File: src/rtl/uart_tx_line_arbiter.sv
// Shares one UART TX FIFO between NUM_REQ APB-attached cores. Each core fills a private
// line buffer; complete lines are granted round-robin and drained whole, never interleaved.
module uart_tx_line_arbiter #(
    parameter int          NUM_REQ    = 4,
    parameter int          BUS_WIDTH  = 16,
    parameter int          LINE_DEPTH = 16,
    parameter logic [7:0]  LINE_TERM  = 8'h0A,
    localparam int         GW         = $clog2(NUM_REQ)
) (
    input  logic                           clk,
    input  logic                           reset,
    input  logic [NUM_REQ-1:0]             S_PSELx,
    input  logic [NUM_REQ-1:0]             S_PENABLE,
    input  logic [NUM_REQ-1:0]             S_PWRITE,
    input  logic [NUM_REQ*BUS_WIDTH-1:0]   S_PWDATA,
    output logic [NUM_REQ*BUS_WIDTH-1:0]   S_PRDATA,
    output logic [NUM_REQ-1:0]             S_PREADY,
    output logic [7:0]                     tx_byte,
    output logic                           transmit,
    input  logic                           tx_fifo_full,
    output logic [GW-1:0]                  grant_id,
    output logic                           busy
);

    localparam int AW = $clog2(LINE_DEPTH);
    localparam int CW = AW + 1;

    typedef enum logic {IDLE, DRAIN} state_e;

    state_e                      state_q, state_d;
    logic [GW-1:0]               gnt_q, gnt_d;
    logic [GW-1:0]               last_grant_q, last_grant_d;
    logic [AW-1:0]               rd_q, rd_d;
    logic [NUM_REQ-1:0][CW-1:0]  cnt_q, cnt_d;
    logic [NUM_REQ-1:0]          locked_q, locked_d;

    logic [NUM_REQ-1:0]          byte_wr, flush_wr;
    logic [NUM_REQ-1:0][7:0]     wr_byte;
    logic [NUM_REQ-1:0][7:0]     head;
    logic                        drain_done, last_byte, found;
    logic [GW-1:0]               pick, sidx;
    logic [GW:0]                 scan;

    for (genvar i = 0; i < NUM_REQ; i++) begin : g_core
        logic [BUS_WIDTH-1:0] wdata;
        logic                 sel;
        logic [7:0]           mem [LINE_DEPTH];
        logic                 unused_wdata;

        assign wdata        = S_PWDATA[i*BUS_WIDTH +: BUS_WIDTH];
        assign sel          = S_PSELx[i] & S_PENABLE[i];
        assign wr_byte[i]   = wdata[7:0];
        assign byte_wr[i]   = sel & S_PWRITE[i] & ~locked_q[i] & ~wdata[8];
        assign flush_wr[i]  = sel & S_PWRITE[i] & ~locked_q[i] & wdata[8] & (cnt_q[i] != '0);
        // A locked core stalls writes until its line has been drained.
        assign S_PREADY[i]  = sel & (~S_PWRITE[i] | ~locked_q[i]);
        assign S_PRDATA[i*BUS_WIDTH +: BUS_WIDTH] = (sel & ~S_PWRITE[i]) ?
            {locked_q[i], {(BUS_WIDTH-1-CW){1'b0}}, cnt_q[i]} : '0;
        assign unused_wdata = ^wdata[BUS_WIDTH-1:9];

        always_ff @(posedge clk) begin
            if (byte_wr[i]) mem[cnt_q[i][AW-1:0]] <= wr_byte[i];
        end
        assign head[i] = mem[rd_q];
    end

    // Round-robin pick: first locked core after last_grant, wrapping.
    always_comb begin
        pick  = gnt_q;
        found = 1'b0;
        scan  = '0;
        sidx  = '0;
        for (int k = 1; k <= NUM_REQ; k++) begin
            scan = {1'b0, last_grant_q} + (GW+1)'(k);
            if (scan >= (GW+1)'(NUM_REQ)) scan = scan - (GW+1)'(NUM_REQ);
            sidx = scan[GW-1:0];
            if (!found && locked_q[sidx]) begin
                found = 1'b1;
                pick  = sidx;
            end
        end
    end

    assign last_byte = ({1'b0, rd_q} == (cnt_q[gnt_q] - CW'(1)));

    always_comb begin
        state_d      = state_q;
        gnt_d        = gnt_q;
        rd_d         = rd_q;
        last_grant_d = last_grant_q;
        transmit     = 1'b0;
        drain_done   = 1'b0;
        case (state_q)
            IDLE: begin
                if (|locked_q) begin
                    gnt_d   = pick;
                    rd_d    = '0;
                    state_d = DRAIN;
                end
            end
            DRAIN: begin
                transmit = ~tx_fifo_full;
                if (transmit) begin
                    if (last_byte) begin
                        drain_done   = 1'b1;
                        last_grant_d = gnt_q;
                        state_d      = IDLE;
                    end else begin
                        rd_d = rd_q + 1'b1;
                    end
                end
            end
            default: state_d = IDLE;
        endcase
    end

    always_comb begin
        cnt_d    = cnt_q;
        locked_d = locked_q;
        for (int i = 0; i < NUM_REQ; i++) begin
            if (drain_done && gnt_q == GW'(i)) begin
                cnt_d[i]    = '0;
                locked_d[i] = 1'b0;
            end else if (byte_wr[i]) begin
                cnt_d[i] = cnt_q[i] + 1'b1;
                if (wr_byte[i] == LINE_TERM || cnt_q[i] + 1'b1 == CW'(LINE_DEPTH))
                    locked_d[i] = 1'b1;
            end else if (flush_wr[i]) begin
                locked_d[i] = 1'b1;
            end
        end
    end

    always_ff @(posedge clk or negedge reset) begin
        if (!reset) begin
            state_q      <= IDLE;
            gnt_q        <= '0;
            last_grant_q <= GW'(NUM_REQ-1);
            rd_q         <= '0;
            cnt_q        <= '0;
            locked_q     <= '0;
        end else begin
            state_q      <= state_d;
            gnt_q        <= gnt_d;
            last_grant_q <= last_grant_d;
            rd_q         <= rd_d;
            cnt_q        <= cnt_d;
            locked_q     <= locked_d;
        end
    end

    assign tx_byte  = head[gnt_q];
    assign grant_id = gnt_q;
    assign busy     = (state_q == DRAIN);

endmodule

File: config.mk
export PLATFORM = sky130hd
export DESIGN_NAME = uart_tx_line_arbiter
export DESIGN_NICKNAME = d
export VERILOG_FILES = /design/src/rtl/uart_tx_line_arbiter.sv
export SDC_FILE = /design/constraint.sdc
export NUM_CORES = 1
export LEC_CHECK = 0
export BUFFER_PORTS_ARGS = -buffer_cell sky130_fd_sc_hd__buf_2
export CORE_ASPECT_RATIO = 1.5
export CORE_MARGIN = 2
export CORE_UTILIZATION = 45
export CTS_CLUSTER_DIAMETER = 40
export DETAILED_ROUTE_END_ITERATION = 10
export PLACE_DENSITY = 0.71
export SYNTH_ARGS = -nofsm -noshare
export SYNTH_HDL_FRONTEND = slang
export SYNTH_SLANG_ARGS = --single-unit
File: constraint.sdc
create_clock -name clk -period 6.2 [get_ports clk]
set_clock_uncertainty 0.1 [all_clocks]
set_input_delay 0.62 -clock clk [delete_from_list [all_inputs] [get_ports clk]]
set_output_delay 0.62 -clock clk [all_outputs]
set_load 0.005 [all_outputs]
# [After elaboration in Yosys (flattened, before gate mapping)]
# Memory sizes are Yosys's and may differ from the RTL's.
# Index checks and enable logic that the tools add are counted.
[op_classes] addsub=14 magnitude_cmp=9 n_eq_ne=19 muxes=71 n_bitwise=50 reduce_logical=36
[ops] op="16-bit 2-to-1 mux" count=4
[ops] op="5-bit 2-to-1 mux" count=9
[ops] op="1-bit 2-to-1 mux" count=38
[ops] op="1-bit AND" count=32
[ops] op="8-bit by 4-bit == test with 1-bit output (second input constant)" count=4
[ops] op="5-bit by 1-bit adder with 5-bit output (second input constant)" count=4
[ops] op="5-bit == test (second input constant)" count=4
[ops] op="5-bit nonzero test" count=4
[ops] op="8-bit binary-select mux with 2-bit select" count=1
[ops] op="2-bit 2-to-1 mux" count=8
[ops] op="2-bit by 3-bit < comparator with 1-bit output (second input constant)" count=5
[ops] op="1-bit inverter" count=14
[ops] op="3-bit >= comparator (second input constant)" count=4
[ops] op="4-bit 2-to-1 mux" count=3
[ops] op="3-bit by 1-bit inequality test with 1-bit output (second input constant)" count=4
[ops] op="3-bit nonzero test" count=4
[ops] op="5-bit binary-select mux with 2-bit select" count=1
[ops] op="3-bit AND reduction" count=3
[ops] op="1-bit binary-select mux with 2-bit select" count=4
[ops] op="8-bit 2-to-1 mux" count=1
[ops] op="4-bit one-hot mux with 2 select lines" count=1
[ops] op="2-bit AND reduction" count=4
[ops] op="2-bit nonzero test" count=4
[ops] op="2-bit by 1-bit subtractor with 2-bit output (second input constant)" count=4
[ops] op="17 further kinds" count=35
[totals] regBits=33 mem_bits_rw=512 in_bits=79 out_inout_bits=80 elab_cells=215 memories=4
[memory_table] name="g_core[0].mem" words=16 width=8 read_ports=1 rd_ports_with_merged_regs=0 write_ports=1 line="47" text="logic [7:0] mem [LINE_DEPTH];"
[memory_table] name="g_core[1].mem" words=16 width=8 read_ports=1 rd_ports_with_merged_regs=0 write_ports=1 line="47"
[memory_table] name="g_core[2].mem" words=16 width=8 read_ports=1 rd_ports_with_merged_regs=0 write_ports=1 line="47"
[memory_table] name="g_core[3].mem" words=16 width=8 read_ports=1 rd_ports_with_merged_regs=0 write_ports=1 line="47"

# [Depth between registers and ports, before layout]
# Gate-level depths: netlist of run 1.
[logic_depth] ltp_word=16 depth_mapped=10 mapped_depth_nobuf=8

# [Least setup slack after synthesis of run 1]
# OpenSTA, ideal clock, no wires.
[synth_path] path_type="register -> output" start="reg rd_q[1]" end="out tx_byte[0]" arrival_ps=2384 t_required_ps=5480 setup_slack_ps=3096 stages_incl_launch_ff=7 n_path_buf=3 path_cell_list="dfrtp_1 > clkbuf_1 > clkbuf_1 > clkbuf_1 > mux4_2 > mux4_2 > mux4_2"
[synth_between] elab_chain_len=3 elab_cells_between_ends=6 classes_between="mux: 2; memory: 4"
[synth_rtl] element="from (decl)" line="33" text="logic [AW-1:0] rd_q, rd_d;"
[synth_rtl] element="from (signal assigned)" line="146" text="rd_q <= rd_d;"
[synth_rtl] element="memory 16 x 8 bit"
[synth_rtl] element="8-bit binary-select mux with 2-bit select (*)" line="152" text="assign tx_byte = head[gnt_q];"
[synth_rtl] element="8-bit 2-to-1 mux (implied by the code) (*)" line="152"
[synth_rtl] element="to (decl)" line="18" text="output logic [7:0] tx_byte,"
# Every way passes the cells marked *; elsewhere a longest branch is shown, timed or not. The select of a mux whose other input is x is not followed.

# [Final worst setup path of run 1]
[layout_path] start="reg rd_q[0]" end="out tx_byte[1]"
# Same word-level chain as after synthesis.

==> results of run 1 <==
cell usage after synthesis (9+ instances only):
library cell    n
clkbuf_1       34
nor2_1         71
ha_1           18
edfxtp_1      512
nor3_1         25
dfrtp_1        31
inv_1          16
buf_4          40
xor2_1         10
mux4_2        173
buf_6           9
and2_1         13
xnor2_1        11
a21oi_1        16
nand2_1        38
power by group:
group	internal, mW	switching [mW]
registers	4.11	0.411
clock network	1.77	1.36
logic	1.44	1.26
final cells by class:
cell class	instances	area [um2]	share of cell area
Inverter	18	67.6	0.00265
Tap cell	663	830	0.0326
Clock buffer	74	1510	0.0593
Antenna cell	1	2.50	0.0000982
Multi-Input combinational cell	515	5950	0.234
Timing Repair Buffer	116	683	0.0268
Sequential cell	545	16200	0.636
Clock inverter	28	226	0.00889
how the worst min path moves through the flow:
stage                         startpoint  slack, ns                    to  cells past startpoint
global route                       reset       0.07  cnt_q[9]$_DFFE_PN0P_                      1
finish                             reset       0.02  cnt_q[9]$_DFFE_PN0P_                      1
CTS                                reset       0.02  cnt_q[9]$_DFFE_PN0P_                      1
detailed placement  cnt_q[4]$_DFFE_PN0P_       0.50  cnt_q[4]$_DFFE_PN0P_                      2
floorplan                          reset       0.22        busy$_DFF_PN0_                      0
global placement    cnt_q[4]$_DFFE_PN0P_       0.50  cnt_q[4]$_DFFE_PN0P_                      2
per-layer routing:
layer	GRT usage	vias to the layer above	part of all wire
li1	-	4800	-
met1	0.219	5731	0.38
met2	0.321	393	0.53
met3	0.0327	92	0.059
met4	0.0702	6	0.031
met5	0	-	0.00078
flip-flops by register name (all words and copies together), names as in the netlist:
| register | count |
|---|---|
| last_grant_q | 2 |
| grant_id | 2 |
| locked_q | 4 |
| g_core.mem | 512 |
| cnt_q | 20 |
| busy | 1 |
| rd_q | 4 |
logic make-up (layout without fill, tap and decap cells):
| family | count (synthesis) | count (layout) | synth area share |
|---|---|---|---|
| compound gates | 40 | 40 | 0.0117 |
| xor+xnor | 21 | 21 | 0.00812 |
| fa+ha+maj | 18 | 18 | 0.00994 |
| buf+inv | 113 | 236 | 0.0288 |
| flops | 545 | 545 | 0.715 |
| mux | 178 | 178 | 0.174 |
| other cells | 1 | 41 | 0.000165 |
| simple gates | 218 | 218 | 0.0521 |
worst register-to-register path, cell delays in order (launching register included):
cell      delay, ns
dfrtp_1        1.02
mux4_2         0.67
inv_1          0.09
ha_1           0.24
xor2_1         0.18
o2111a_1       0.24
o211ai_2       0.31
nor4b_2        0.67
nor2_1         0.11
through the flow:
step | total power [mW] | cells | worst slack [ns] | hold WS (ns)
finish | 10.4 | 1960 | 1.63 | 0.0204
global route | 10.8 | 1960 | 1.42 | 0.0668
CTS | 10.5 | 1959 | 1.51 | 0.0198
floorplan | 6.44 | 1173 | 3.10 | 0.224
global placement | 7.27 | 1857 | 2.14 | 0.504
detailed placement | 7.32 | 1857 | 2.14 | 0.504
==> out/metrics.csv, run 1 <==
metric,value,unit
status,completed,
total CTS buffers,56,
Max clock buf depth,3,
PwrDens,406,nW/um2
I/O Buffers,90,
CP Max Fanout,42,
Remaining DRCs,0,
Core Rows,100,
standby leakage power,8.34,nW
DIE WIDTH,187,um
final instance area,25500,um2
CTS tree,done,
crit-path max cell delay,0.98,ns
most common flop cell mapped by yosys,edfxtp_1,
Clock transition at path regs,0.06,ns
"leading cell types in the layout, fill and taps excluded","edfxtp_1 (512), mux4_2 (173), buf_2 (90), nor2_1 (71), clkbuf_16 (57)",
Routed WL,46.3,mm
root buffer cell,clkbuf_16,
CP startpoint kind,flop,
CP startpoint,rd_q[0]$_DFFE_PN0P_,
arrival time of the worst setup path,3.85,ns
Tcrit/Tclk final,0.737,
H-tree depth,2,
Synth top area share,0.678,
Overall Global Routing Usage,0.180,
Nets,1349,
initial antenna violation count,5,
worst-path cell with the longest stage delay,dfrtp_4,
Filler Cell Count,3945,
Worst Tran Pin Value,1.09,ns
"Cell Chain, Critical Path",buf_4 -> mux4_2 -> mux4_2 -> mux4_2 -> buf_2,
CP bufs+invs,2,
CP endpoint,tx_byte[1],
synthesized area,22700,um2
post-route ant nets,0,
IO Pins,159,
post-synthesis sequential area ratio,0.715,
Initial Util,0.456,
most area-consuming cells after synthesis,"edfxtp_1 (68%), mux4_2 (17%), dfrtp_1 (3.4%), buf_4 (1.3%), nor2_1 (1.2%)",
yosys warns,0,
Final Setup Violations,0,
vias per cell,5.62,
Vert. Die Dim,279,um
area delta synth->final,12.5,%
"delay-heaviest family, CP",multiplexers,
Final Util,0.513,
largest net degree at the start of global routing,70,
Post-synth EDFFs,512,
# resized after CTS,0,
die area,52200,um2
drt pass-1 iters,5,
Syn Inst Count,1134,
average size of a mapped cell,20.0,um2
Worst path depth,5,
GRT overflow,0,
WS Path Type,reg -> out,
Final Hold Vio Count,0,
"Slew Viols, Final",0,
cell taking the most area after synthesis,edfxtp_1,
DR WL/cell,23.6,um
Core Area,49700,um2
"Clk Latency, worst-skew pair",0.58,ns
Area after DPL,23700,um2
setup_tns,0,ns
hpwl dp,30.8,mm
end of the worst register-to-register path,cnt_q[7]$_DFFE_PN0P_,
Worst R2R Start,grant_id[0]$_DFFE_PN0P_,
Placer Congestion,0.825,
Final min period,4.57,ns
Hold Path Class,in -> async,
most frequent CP cell,mux4_2,
f_max,219,MHz
max-cap violation count,0,
Worst EP required,5.48,ns
CTS sink cnt,545,
Slew headroom,0.270,
R2R depth,8,
RSZ-0062 raised after global routing,no,
Crit. End Element,output port,
global-route wire length before repair,70.1,mm
Post-synth ARST share,0.0606,
drt initial violations,793,
worst reg-to-reg setup slack,2.43,ns
Yosys reg bits,545,
Max VDD drop,0.259,mV
via count,11022,
post-CTS setup buffer count,0,
vias in the first global route,11412,
"commonest non-fill, non-tap cell in the layout",edfxtp_1,
layout cell share with drive strength beyond 1,0.297,
post-synthesis cell type count,56,
# hold bufs at CTS,0,
No activity file was read; power rests on OpenSTA's default activity.
==> run 2: changes to the inputs <==
Settings changed: PLACE_DENSITY 0.71 to 0.74.
Clock period 6.2 ns to 3.85 ns, I/O delays scaled along.
==> run 2 against run 1 <==
  * Critical path depth is the same
  * Cell count increased by 0.51%
  * Setup slack got worse by 1.6 ns
  * Utilization is 0.57 points higher
  * Critical path type unchanged
  * Clock-buffer cell count shrank 7
  * Power grew 65%
  * Clock power up 67%
  * Via count rose by 1.6%
  * First-iteration DRC count rose by 17%
  * Sequential power increased by 56%
==> out/metrics.csv, run 2 (synthesis gave the netlist of run 1 again) <==
metric,value,unit
CP Max Fanout,35,
DIE WIDTH,187,um
CP startpoint kind,flop,
initial antenna violation count,0,
Worst EP required,3.37,ns
multi-input logic area,5950,um2
CTS sink cnt,545,
H-tree depth,2,
Vert. Die Dim,279,um
GRT overflow,0,
drt pass-1 iters,5,
Remaining DRCs,0,
Core Rows,100,
IO Pins,159,
DR WL/cell,24.3,um
status,completed,
FF/Latch Area,16200,um2
largest net degree at the start of global routing,38,
worst-path cell with the longest stage delay,mux4_2,
Worst Tran Pin Value,0.939,ns
Tcrit/Tclk final,0.982,
Filler Cell Count,3813,
Hold WS,0.0883,ns
"commonest non-fill, non-tap cell in the layout",edfxtp_1,
f_max,265,MHz
Final min period,3.78,ns
Slew headroom,0.372,
Nets,1359,
most frequent CP cell,mux4_2,
R2R depth,7,
Overall Global Routing Usage,0.183,
WS Path Type,reg -> out,
hold worst-path end,g_core[2].mem[11][2]$_DFFE_PP_,
met3 routed WL,2.92,mm
"Cell Chain, Critical Path",buf_16 -> mux4_2 -> mux4_2 -> mux4_2 -> buf_2,
crit-path max cell delay,0.57,ns
final std cells w/o fill,1970,
global-route wire length before repair,71.1,mm
"delay-heaviest family, CP",multiplexers,
total CTS buffers,53,
highest routed layer,met4,
Clock transition at path regs,0.07,ns
WHS Path Cells,1,
post-route ant nets,0,
Core Area,49700,um2
Placer Congestion,0.769,
Area after DPL,23900,um2
"Power, Total",17.1,mW
CP bufs+invs,2,
vias in the first global route,11388,
Final Setup Violations,0,
Max clock buf depth,3,
Hold Path Class,in -> reg,
PwrDens,664,nW/um2
die area,52200,um2
"Slew Viols, Final",0,
Final Util,0.519,
drt initial violations,931,
DRT met1 WL,18.1,mm
Final Worst Setup Slack,0.0709,ns
"leading cell types in the layout, fill and taps excluded","edfxtp_1 (512), mux4_2 (173), buf_2 (90), nor2_1 (71), clkbuf_16 (56)",
WL met2,25.4,mm
area delta synth->final,13.7,%
final instance area,25800,um2
dpl ws,0.594,ns
standby leakage power,8.49,nW
Crit. End Element,output port,
Final Hold Vio Count,0,
arrival time of the worst setup path,3.29,ns
layout cell share with drive strength beyond 1,0.308,
I/O Buffers,90,
Initial Util,0.456,
Max VDD drop,0.448,mV
worst hold start,S_PWDATA[34],
max reg flops,512,
cell total after placement,1864,
worst reg-to-reg setup slack,0.52,ns
CTS tree,done,
Routed WL,47.8,mm
Worst R2R Start,grant_id[0]$_DFFE_PN0P_,
Ant. Diodes,0,
end of the worst register-to-register path,cnt_q[8]$_DFFE_PN0P_,
root buffer cell,clkbuf_16,
RSZ-0062 raised after global routing,no,
vias per cell,5.68,
via count,11198,
hpwl dp,31.3,mm
"Clk Latency, worst-skew pair",0.59,ns
max-cap violation count,0,
setup_tns,0,ns
==> run 2: worst reg2reg max path: stages (launching register included) <==
cell and delay, ns:
dfrtp_1 0.58, buf_4 0.35, mux4_2 0.62, nor3_1 0.21, xnor2_1 0.18, o211ai_2 0.38
nor4b_2 0.67, nor2_1 0.11
==> run 2: layout make-up <==
type                       instances  area share
clock inverter                    33      0.0135
timing repair buffer             129      0.0353
tap                              663      0.0322
multi-input combinational        515       0.231
sequential                       545       0.629
clock buffer                      67      0.0563
inverter                          18     0.00262
==> run 2: what timing repair did <==
action,CTS,global route
endpoints found under the hold margin,31,0
endpoints found under the setup margin,3,7
gates cloned,0,1
setup buffers,0,4
hold buffers,1,0
gates resized for setup,1,4
==> run 2: how the worst max path moves through the flow <==
stage / startpoint / cells past startpoint / slack [ns] / end
floorplan: rd_q[1]$_DFFE_PN0P_ / 6 / 0.98 / tx_byte[0]
global placement: rd_q[0]$_DFFE_PN0P_ / 5 / 0.60 / tx_byte[2]
detailed placement: rd_q[0]$_DFFE_PN0P_ / 5 / 0.59 / tx_byte[7]
CTS: rd_q[0]$_DFFE_PN0P_ / 5 / 0.0007 / tx_byte[2]
global route: rd_q[0]$_DFFE_PN0P_ / 5 / 0.007 / tx_byte[2]
finish: rd_q[0]$_DFFE_PN0P_ / 5 / 0.07 / tx_byte[2]
==> run 2: where the power goes <==
| part | total, mW | switching (mW) | internal (mW) |
|---|---|---|---|
| clock | 5.24 | 2.24 | 3.00 |
| combinational | 4.83 | 2.35 | 2.48 |
| sequential | 7.04 | 0.415 | 6.62 |
| total | 17.1 | 5.00 | 12.1 |
==> run 2: routing by layer <==
metal	vias up	GRT usage
met5	-	0
met4	0	0.0594
met3	84	0.0283
met2	437	0.327
met1	5847	0.229
li1	4830	-
==> run 3: changes to the inputs <==
--- a/constraint.sdc
+++ b/constraint.sdc
@@ -4,2 +4,2 @@
 set_output_delay 0.385 -clock clk [all_outputs]
-set_load 0.005 [all_outputs]
+set_load 0.05 [all_outputs]
==> run 3 against run 2 <==
  * Critical path depth up 1
  * Power up 2.8%
  * Sequential share of layout area about the same
  * Cell count up 0.20%
  * Register-to-register slack better by 0.02 ns
  * Fmax down 0.20%
  * Clock-buffer cell count up 1
  * Flip-flop and latch count unchanged
==> out/metrics.csv, run 3 (synthesis gave the netlist of run 1 again) <==
metric,value,unit
drt initial violations,1111,
Final Setup Violations,0,
Overall Global Routing Usage,0.187,
via count,11170,
Remaining DRCs,0,
arrival time of the worst setup path,3.30,ns
area delta synth->final,13.7,%
Clock transition at path regs,0.06,ns
drt pass-1 iters,5,
Nets,1365,
cell total after placement,1870,
setup_tns,0,ns
WS Path Type,reg -> out,
Ant. Diodes,0,
Final min period,3.79,ns
CTS sink cnt,545,
CTS tree,done,
max reg flops,512,
H-tree depth,2,
Core Area,49700,um2
layout cell share with drive strength beyond 1,0.305,
worst reg-to-reg setup slack,0.54,ns
Worst Tran Pin Value,0.940,ns
Max clock buf depth,3,
IO Pins,159,
GRT overflow,0,
Slew headroom,0.371,
I/O Buffers,90,
DR WL/cell,24.3,um
DIE WIDTH,187,um
Tcrit/Tclk final,0.983,
Worst EP required,3.37,ns
f_max,264,MHz
Vert. Die Dim,279,um
root buffer cell,clkbuf_16,
Final Hold Vio Count,0,
Core Rows,100,
status,completed,
hpwl dp,32.2,mm
global-route wire length before repair,72.3,mm
post-route ant nets,0,
vias in the first global route,11600,
"Clk Latency, worst-skew pair",0.58,ns
Placer Congestion,0.801,
RSZ-0062 raised after global routing,no,
vias per cell,5.66,
max-cap violation count,0,
PwrDens,683,nW/um2
CP startpoint kind,flop,
Crit. End Element,output port,
Max VDD drop,0.835,mV
Initial Util,0.456,
Routed WL,48.1,mm
"Slew Viols, Final",0,
CP Max Fanout,18,
"leading cell types in the layout, fill and taps excluded","edfxtp_1 (512), mux4_2 (173), buf_2 (90), nor2_1 (71), clkbuf_16 (53)",
"commonest non-fill, non-tap cell in the layout",edfxtp_1,
standby leakage power,8.47,nW
initial antenna violation count,3,
final std cells w/o fill,1974,
total CTS buffers,52,
largest net degree at the start of global routing,34,
die area,52200,um2
Hold Path Class,in -> reg,
-- run 3: layout make-up --
class	instances	area, um2
fillers	3867	23900
flip-flops and latches	545	16200
multi-input cells	515	5950
clock buffers	68	1400
repair buffers	136	985
well taps	663	830
clock inverters	29	309
inverters	18	67.6
-- run 3: per-stage QoR --
step | setup WS [ns] | total power, mW | util | hold WS (ns) | instance area (um2)
6_report | 0.0635 | 17.6 | 0.518 | 0.0893 | 25800
5_1_grt | 0.00223 | 18.2 | 0.518 | 0.0800 | 25800
4_1_cts | 0.0310 | 17.7 | 0.518 | 0.0609 | 25700
3_5_place_dp | 0.391 | 12.5 | 0.482 | 0.440 | 23900
3_3_place_gp | 0.428 | 12.4 | 0.482 | 0.438 | 23900
2_1_floorplan | 0.822 | 11.0 | - | -0.0106 | 22800
-- run 3: path summary, 6_finish.rpt --
check	from	endpoint	cells after the start
worst min register to register	cnt_q[4]$_DFFE_PN0P_	cnt_q[4]$_DFFE_PN0P_	2
worst max-delay path	rd_q[0]$_DFFE_PN0P_	tx_byte[2]	6
max in group asynchronous	reset	rd_q[0]$_DFFE_PN0P_	2
worst min-delay path	S_PWDATA[2]	g_core[0].mem[4][2]$_DFFE_PP_	1
min in group asynchronous	reset	cnt_q[9]$_DFFE_PN0P_	2
worst max register to register	grant_id[0]$_DFFE_PN0P_	locked_q[1]$_DFFE_PN0P_	8
-- run 3: repair_timing --
action	in CTS	in global routing
endpoints found under the setup margin	8	1
setup buffers	5	0
hold buffers	1	0
resized for setup	0	1
cloned	0	1
hold endpoints to repair	31	0
-- run 3: routing by layer --
metal | wire length, um | global-route usage | share of wire
met1 | 17600 | 0.223 | 0.37
met2 | 25500 | 0.334 | 0.53
met4 | 1390 | 0.0625 | 0.029
met3 | 3510 | 0.0414 | 0.073
met5 | 40 | 0 | 0.00083
-- run 3: critical path, stage by stage (launching register included) --
cell	delay, ns
dfrtp_4	0.45
buf_12	0.16
buf_12	0.20
mux4_2	0.54
mux4_2	0.56
mux4_2	0.56
buf_2	0.24
-- run 3: where the power goes --
part | total (mW) | internal [mW] | switching, mW
Combinational | 5.55 | 2.57 | 2.98
Clock | 5.06 | 2.87 | 2.19
Sequential | 6.98 | 6.62 | 0.355
